**config.mk**
```make
export PLATFORM = sky130hd
export DESIGN_NAME = change_dispenser
export DESIGN_NICKNAME = d
export VERILOG_FILES = /design/src/rtl/change_dispenser.sv
export SDC_FILE = /design/constraint.sdc
export NUM_CORES = 1
export LEC_CHECK = 0
export CAP_MARGIN = 20
export CORE_ASPECT_RATIO = 1.75
export CORE_MARGIN = 4
export CORE_UTILIZATION = 40
export CTS_CLUSTER_DIAMETER = 200
export DETAILED_ROUTE_END_ITERATION = 7
export GPL_TIMING_DRIVEN = 0
export HOLD_SLACK_MARGIN = 0.12
export PLACE_DENSITY = 0.65
export SYNTH_ARGS = -nofsm -noshare
export SYNTH_HDL_FRONTEND = slang
export SYNTH_SLANG_ARGS = --single-unit
```
**constraint.sdc**
```tcl
create_clock -name clk -period 4.7 [get_ports clk]
set_input_delay 1.175 -clock clk [delete_from_list [all_inputs] [get_ports clk]]
set_output_delay 1.175 -clock clk [all_outputs]
set_load 0.005 [all_outputs]
```
**src/rtl/change_dispenser.sv**
```systemverilog
`default_nettype none
// ============================================================================
// Module      : change_dispenser
// Description : Greedy two-denomination coin hopper controller with inventory
//               tracking, coin-sense timeout and sticky fault.
// Revision    : 1.0 - initial release
// ============================================================================
module change_dispenser #(
  parameter int TIMEOUT_CYC = 200,
  parameter int INV_W       = 6
) (
  input  logic             clk,
  input  logic             reset,
  input  logic             req,
  input  logic [2:0]       amount,
  input  logic             load,
  input  logic [INV_W-1:0] load_a,
  input  logic [INV_W-1:0] load_b,
  input  logic             coin_sense,
  output logic             eject_a,
  output logic             eject_b,
  output logic             busy,
  output logic             done,
  output logic             fault,
  output logic [2:0]       remaining,
  output logic [INV_W-1:0] inv_a,
  output logic [INV_W-1:0] inv_b
);

  localparam int                c_TMR_W    = $clog2(TIMEOUT_CYC + 1);
  localparam logic [c_TMR_W-1:0] c_TMR_LAST = c_TMR_W'(TIMEOUT_CYC - 1);

  typedef enum logic [2:0] {
    S_IDLE     = 3'd0,
    S_SELECT   = 3'd1,
    S_EJECT    = 3'd2,
    S_WAIT_REL = 3'd3,
    S_DONE     = 3'd4,
    S_FAULT    = 3'd5
  } state_t;

  state_t             r_state,  w_state_nxt;
  logic [2:0]         r_rem,    w_rem_nxt;
  logic [INV_W-1:0]   r_inv_a,  w_inv_a_nxt;
  logic [INV_W-1:0]   r_inv_b,  w_inv_b_nxt;
  logic               r_coin_b, w_coin_b_nxt;
  logic [c_TMR_W-1:0] r_timer,  w_timer_nxt;

  always_ff @(posedge clk or negedge reset) begin
    if (!reset) begin
      r_state  <= S_IDLE;
      r_rem    <= 3'd0;
      r_inv_a  <= '0;
      r_inv_b  <= '0;
      r_coin_b <= 1'b0;
      r_timer  <= '0;
    end else begin
      r_state  <= w_state_nxt;
      r_rem    <= w_rem_nxt;
      r_inv_a  <= w_inv_a_nxt;
      r_inv_b  <= w_inv_b_nxt;
      r_coin_b <= w_coin_b_nxt;
      r_timer  <= w_timer_nxt;
    end
  end

  always_comb begin
    w_state_nxt  = r_state;
    w_rem_nxt    = r_rem;
    w_inv_a_nxt  = r_inv_a;
    w_inv_b_nxt  = r_inv_b;
    w_coin_b_nxt = r_coin_b;
    w_timer_nxt  = r_timer;
    case (r_state)
      S_IDLE, S_FAULT: begin
        // load outranks req; a FAULT state never accepts a new request
        if (load) begin
          w_inv_a_nxt = load_a;
          w_inv_b_nxt = load_b;
          w_state_nxt = S_IDLE;
        end else if (r_state == S_IDLE && req) begin
          w_rem_nxt   = amount;
          w_state_nxt = (amount > 3'd4) ? S_FAULT : S_SELECT;
        end
      end
      S_SELECT: begin
        if (r_rem == 3'd0) begin
          w_state_nxt = S_DONE;
        end else if (r_rem >= 3'd2 && r_inv_b != '0) begin
          w_state_nxt  = S_EJECT;
          w_coin_b_nxt = 1'b1;
          w_timer_nxt  = '0;
        end else if (r_inv_a != '0) begin
          w_state_nxt  = S_EJECT;
          w_coin_b_nxt = 1'b0;
          w_timer_nxt  = '0;
        end else begin
          w_state_nxt = S_FAULT;
        end
      end
      S_EJECT: begin
        if (coin_sense) begin
          w_state_nxt = S_WAIT_REL;
          w_timer_nxt = '0;
          if (r_coin_b) begin
            w_inv_b_nxt = r_inv_b - INV_W'(1);
            w_rem_nxt   = r_rem - 3'd2;
          end else begin
            w_inv_a_nxt = r_inv_a - INV_W'(1);
            w_rem_nxt   = r_rem - 3'd1;
          end
        end else if (r_timer == c_TMR_LAST) begin
          w_state_nxt = S_FAULT;
        end else begin
          w_timer_nxt = r_timer + c_TMR_W'(1);
        end
      end
      S_WAIT_REL: begin
        if (!coin_sense) begin
          w_state_nxt = S_SELECT;
        end else if (r_timer == c_TMR_LAST) begin
          w_state_nxt = S_FAULT;
        end else begin
          w_timer_nxt = r_timer + c_TMR_W'(1);
        end
      end
      S_DONE:  w_state_nxt = S_IDLE;
      default: w_state_nxt = S_IDLE;
    endcase
  end

  // Outputs are pure decodes of the state and data registers
  assign eject_a   = (r_state == S_EJECT) && !r_coin_b;
  assign eject_b   = (r_state == S_EJECT) &&  r_coin_b;
  assign busy      = (r_state == S_SELECT) || (r_state == S_EJECT) ||
                     (r_state == S_WAIT_REL) || (r_state == S_DONE);
  assign done      = (r_state == S_DONE);
  assign fault     = (r_state == S_FAULT);
  assign remaining = r_rem;
  assign inv_a     = r_inv_a;
  assign inv_b     = r_inv_b;

endmodule
`default_nettype wire

```
# Word-level counts from Yosys, hierarchy flattened
# Cells that the tools add are included.
[classes]
addsub = 5
multipliers = 0
div = 0
magnitude_cmp = 2
n_eq_ne = 16
shift = 0
mux = 32
bitwise = 1
reduce_logical = 21
[op_table]
columns = ["op", "n"]
rows = [
  ["$mux W8", 6],
  ["$mux W3", 13],
  ["$mux W6", 6],
  ["$pmux W6 S2", 2],
  ["$pmux W8 S3", 1],
  ["$ne A2 B2 Y1 const B", 8],
  ["$reduce_and A4 Y1", 4],
  ["$pmux W3 S4", 1],
  ["$reduce_bool A6 Y1", 2],
  ["$sub A6 B1 Y6 const B", 2],
  ["$add A8 B1 Y8 const B", 1],
  ["$eq A8 B8 Y1 const B", 1],
  ["$eq A3 B2 Y1 const B", 2],
  ["$eq A3 B3 Y1 const B", 2],
  ["$logic_not A3 Y1", 2],
  ["$ne A3 B3 Y1 const B", 2],
  ["$pmux W3 S2", 1],
  ["$logic_and A1 B1 Y1", 4],
  ["$reduce_bool A2 Y1", 2],
  ["$eq A3 B1 Y1 const B", 1],
  ["$ge A3 B2 Y1 const B", 1],
  ["$gt A3 B3 Y1 const B", 1],
  ["$logic_or A1 B1 Y1", 3],
  ["$reduce_and A3 Y1", 1],
  ["other kinds (7)", 8],
]
[word_totals]
regBits = 27
latchBits = 0
ramBits = 0
rom_bits = 0
inputBits = 20
output_inout_bits = 20
elab_cells = 83
mem_count = 0

# Depth between registers and ports, before layout
[depth]
ltp_word = 5
mapped_depth = 7
mapped_depth_nobuf = 7

# Worst setup path before layout
# No wires, ideal clock.
[synth_timing]
kind = "register -> output"
from = "reg r_state[2]"
to = "out eject_a"
arrival_time_ns = 1.178
t_required_ns = 3.525
setup_slack_ns = 2.347
path_stages_with_launch = 5
n_path_buf = 2
cell_sequence = "dfrtp_1 buf_2 or3b_1 clkbuf_1 nor2_1"
[synth_between]
elab_chain_len = 2
[synth_rtl]
columns = ["element", "line", "rtl"]
rows = [
  ["from (decl)", "42", "state_t r_state, w_state_nxt;"],
  ["from (signal assigned)", "58", "r_state <= w_state_nxt;"],
  ["$eq A3 B2 Y1", "133", "assign eject_a = (r_state == S_EJECT) && !r_coin_b;"],
  ["$logic_and A1 B1 Y1", "133", ""],
  ["to (decl)", "20", "output logic eject_a,"],
]
# Every way passes these cells.

# Worst setup path in the final report
[layout_timing]
from = "reg r_state[1]"
to = "out eject_a"
# Same word-level chain as after synthesis.

==> impl_summary.log <==
[metrics] number of search-and-repair iterations in the first detailed-routing pass: 5
[metrics] Top Family by Delay on Critical Path: buffers and inverters
[metrics] hold wc startpoint: r_timer[0]$_DFFE_PN0P_
[metrics] sum of overflow across all layers after global routing: 0
[metrics] total count of hold-check failures in the final report: 0
[metrics] deepest level of the CTS H-tree: 1
[metrics] pwr dens: 635 mW/mm^2
[metrics] max-slew violations: 0
[metrics] warnings from Yosys: 0
[metrics] multiplexer fraction of the synthesized cell area: 2.82%
[metrics] share of synthesized cell area in full adder, half adder and majority cells: 4.70%
[metrics] Clock Pin Slew Worst Setup and Hold Paths: 100 ps
[metrics] total core area: 0.00444 mm^2
[metrics] GRT Resource Usage Total: 18.4%
[metrics] maximum clock frequency: 300 MHz
[metrics] net switching component of the power: 0.000697 W
[metrics] buffers inserted during post-CTS setup optimization: 0
[metrics] first-pass GRT wire length: 8.50 mm
[metrics] final core utilization: 53.8%
[metrics] count of instances resized after the clock tree is built: 0
[metrics] quantity of I/O buffers inserted on ports: 39
[metrics] total number of clock tree sinks: 27
[metrics] Avg Cell Area, Syn: 8.58 um^2
[metrics] Synth Register Bits: 27
[metrics] number of hold buffers added after cts: 0
[metrics] slowest cell delay on critical path: 510 ps
[metrics] distinct cell type count after synthesis: 47
[metrics] hold worst-path end: r_timer[0]$_DFFE_PN0P_
[metrics] synthesized net count: 244
[metrics] remaining antenna violation count after routing: 0
[metrics] Via Count: 1862
[metrics] worst max-slew margin expressed relative to the limit: 27.6%
[metrics] initial core utilization: 41.9%
[metrics] share of total power in sequential cells: 28.4%
[metrics] simple-gate portion of the synthesized area: 24.2%
[metrics] Longest Clk Path Bufs: 2
[metrics] final standard cell count with taps included and fillers excluded: 312
[metrics] routed wire length per instance: 16.3 um
[metrics] largest vdd supply drop: 0.000332 V
[metrics] height of the die: 98.3 um
[metrics] clock group share of total power: 9.5%
[metrics] skew final: 2.70 ps
[metrics] xor and xnor fraction of the mapped netlist area: 0.941%
[metrics] max-cap violations: 0
[metrics] switch share: 45.9%
[metrics] Final GP Congestion: 0.867
[metrics] outcome: completed
[metrics] Horiz. Die Dim: 59.6 um
[metrics] Filler cells: 455
[metrics] post-synthesis compound-gate area fraction: 25.5%
[metrics] site row count: 32
[metrics] I/O pins: 40
[metrics] total clock buffers created by CTS: 3
[metrics] instance count of the mapped netlist: 217
[metrics] total negative slack: 0 ps
[metrics] final HPWL from detailed placement: 3.94 mm
[metrics] logic depth of the worst path, buffers included: 4
[metrics] R2R depth: 5
[metrics] RSZ-0062 raised after global routing: no
[metrics] final wirelength: 5.09 mm
[metrics] final critical-path share of the clock period: 70.8%
[metrics] antenna violations before repair: 0
[metrics] critical path capture point type: output pin
[metrics] Cells on Worst Hold Path: 1
[metrics] Crit path required time: 3520 ps
[metrics] cell at the root of the clock tree: sky130_fd_sc_hd__clkbuf_8
[metrics] pin count of the biggest net entering global routing: 17
[metrics] number of nets in the final layout: 289
[metrics] insertion delay to the later sink of the worst-skew pair: 290 ps
[metrics] number of buffer and inverter stages on the critical path: 2
[metrics] most common cell after layout, fill and taps aside: sky130_fd_sc_hd__clkdlybuf4s50_1
[metrics] classification of the worst setup path: register to output pin
[metrics] slack of the critical path: 1370 ps
[metrics] combinational family with the most area after synthesis: compound AO/OA/AOI/OAI gates
[metrics] internal power contribution: 0.000822 W
[metrics] maximum net fanout on the critical path: 10
[metrics] summed instance area of the synthesized netlist: 0.00186 mm^2
[metrics] final setup vio count: 0
[metrics] cell count after placement: 308
[metrics] RR Endpoint: r_state[2]$_DFFE_PN0P_
[metrics] post-layout minimum cycle time: 3330 ps
[metrics] via count of the first global-routing pass: 1860
[metrics] startpoint of the worst-slack reg-to-reg timing path: r_timer[1]$_DFFE_PN0P_
[metrics] drt drc: 0
[metrics] Hold Worst Slack: 524 ps
[metrics] slowest cell on the critical path: sky130_fd_sc_hd__dfrtp_1
[metrics] slew at the pin closest to its max-slew limit: 1080 ps
[metrics] share of cells above drive strength 1: 6.90%
[metrics] CTS tree: built
[metrics] combinational share of power: 62.1%
[metrics] ratio of routed vias to standard cells: 5.97
[metrics] worst min-delay path class: register to register
[metrics] setup slack at placement: 1670 ps
[metrics] sequential cell area fraction in the yosys report: 36.3%
[metrics] count of antenna diodes in the layout: 0
[metrics] leading cell types in the layout, fill and taps excluded: sky130_fd_sc_hd__clkdlybuf4s50_1, sky130_fd_sc_hd__dfrtp_1, sky130_fd_sc_hd__inv_1, sky130_fd_sc_hd__nor2_1, sky130_fd_sc_hd__o21ai_0
[metrics] Critical Path Start Type: register
[metrics] Die Outline Area: 0.00585 mm^2
[metrics] layout overhead on the synthesized area: 28.5%
[metrics] leakage power summed over all cells: 0.959 nW
[metrics] slack of the worst reg-to-reg path: 2580 ps
[metrics] cell chain of the critical path: or3b_1 > clkbuf_1 > nor2_1 > clkdlybuf4s50_1
[metrics] arrival time of data at the critical path endpoint: 2150 ps
[metrics] Starting DRT DRC Count: 84
[worst max path at each step]
stage                                 endpoint  slack [ps]              startpoint
after floorplan                        eject_a        2350  r_state[2]$_DFFE_PN0P_
after global placement    inv_b[1]$_DFFE_PN0P_        1650              coin_sense
after detailed placement               eject_a        1670  r_state[2]$_DFFE_PN0P_
after CTS                              eject_a        1330  r_state[1]$_DFFE_PN0P_
after global routing                   eject_b        1260  r_state[1]$_DFFE_PN0P_
final                                  eject_a        1370  r_state[1]$_DFFE_PN0P_
[power by group through the flow]
stage                     clock (W)  sequential (W)  combinational, W
final                      0.000145        0.000431          0.000943
after global routing       0.000154        0.000448           0.00105
after CTS                  0.000147        0.000430          0.000957
after detailed placement          0        0.000434          0.000952
after global placement            0        0.000434          0.000935
after floorplan                   0        0.000415          0.000608
[final cells by class]
type / instances / area [um^2] / area share (%)
inverter: 16 / 60.1 / 2.51
clock buffer: 3 / 41.3 / 1.73
timing repair buffer: 40 / 418 / 17.5
multi-input combinational: 165 / 1080 / 45.3
clock inverter: 1 / 7.51 / 0.314
tap: 51 / 63.8 / 2.67
sequential: 27 / 676 / 28.2
buffer: 9 / 42.5 / 1.78
[per-layer routing]
metal	up-vias	global-route usage (%)	share of wire, %
met5	-	0	0
met4	0	5.29	1.2
met3	5	1.59	2.0
met2	31	34.5	56
met1	921	21.0	41
li1	905	-	-
[per-stage QoR]
stage	power, W	cell area, um^2
finish	0.00152	2390
detailed placement	0.00139	2340
CTS	0.00153	2390
global route	0.00165	2390
global placement	0.00137	2320
floorplan	0.00102	1860
[cell families (layout without fill, tap and decap cells)]
| group | after synthesis | count (layout) |
|---|---|---|
| AO/OA/AOI/OAI | 69 | 69 |
| XOR/XNOR | 2 | 2 |
| adder cells (fa/ha/maj) | 7 | 7 |
| buffers and inverters | 25 | 69 |
| flip-flops | 27 | 27 |
| multiplexers | 5 | 5 |
| AND/OR/NAND/NOR | 82 | 82 |
[cells in the mapped netlist (all sizes together)]
master,n,share of area [%]
a211oi,3,1.5
a21o,2,0.81
a21oi,12,3.2
a221o,1,0.54
a22oi,4,1.6
a31oi,10,4.2
a32o,2,1.1
a32oi,2,0.94
a41oi,3,1.4
and2,3,1.0
and2b,1,0.40
and3,5,1.7
buf,6,1.7
clkbuf,3,0.60
dfrtp,27,36
ha,7,4.7
inv,16,3.2
mux2,2,1.2
mux2i,3,1.6
nand2,12,2.4
nand2b,4,1.3
nand3,12,3.2
nand4,3,1.0
nor2,15,3.0
nor2b,4,1.3
nor3,8,2.4
nor3b,2,1.3
nor4,2,0.67
nor4b,1,0.47
o2111ai,1,0.47
o211ai,6,2.4
o21ai,15,4.0
o21bai,1,0.40
o22ai,2,0.67
o2bb2ai,4,1.9
o31ai,1,0.40
or3,5,1.7
or3b,2,0.94
or4,3,1.2
xnor2,2,0.94
[flip-flops by register name, summed over array words and instances (netlist names)]
signal,flops
r_timer,8
r_coin_b,1
remaining,3
inv_a,6
inv_b,6
r_state,3
Power figures use the tool's default switching activity.
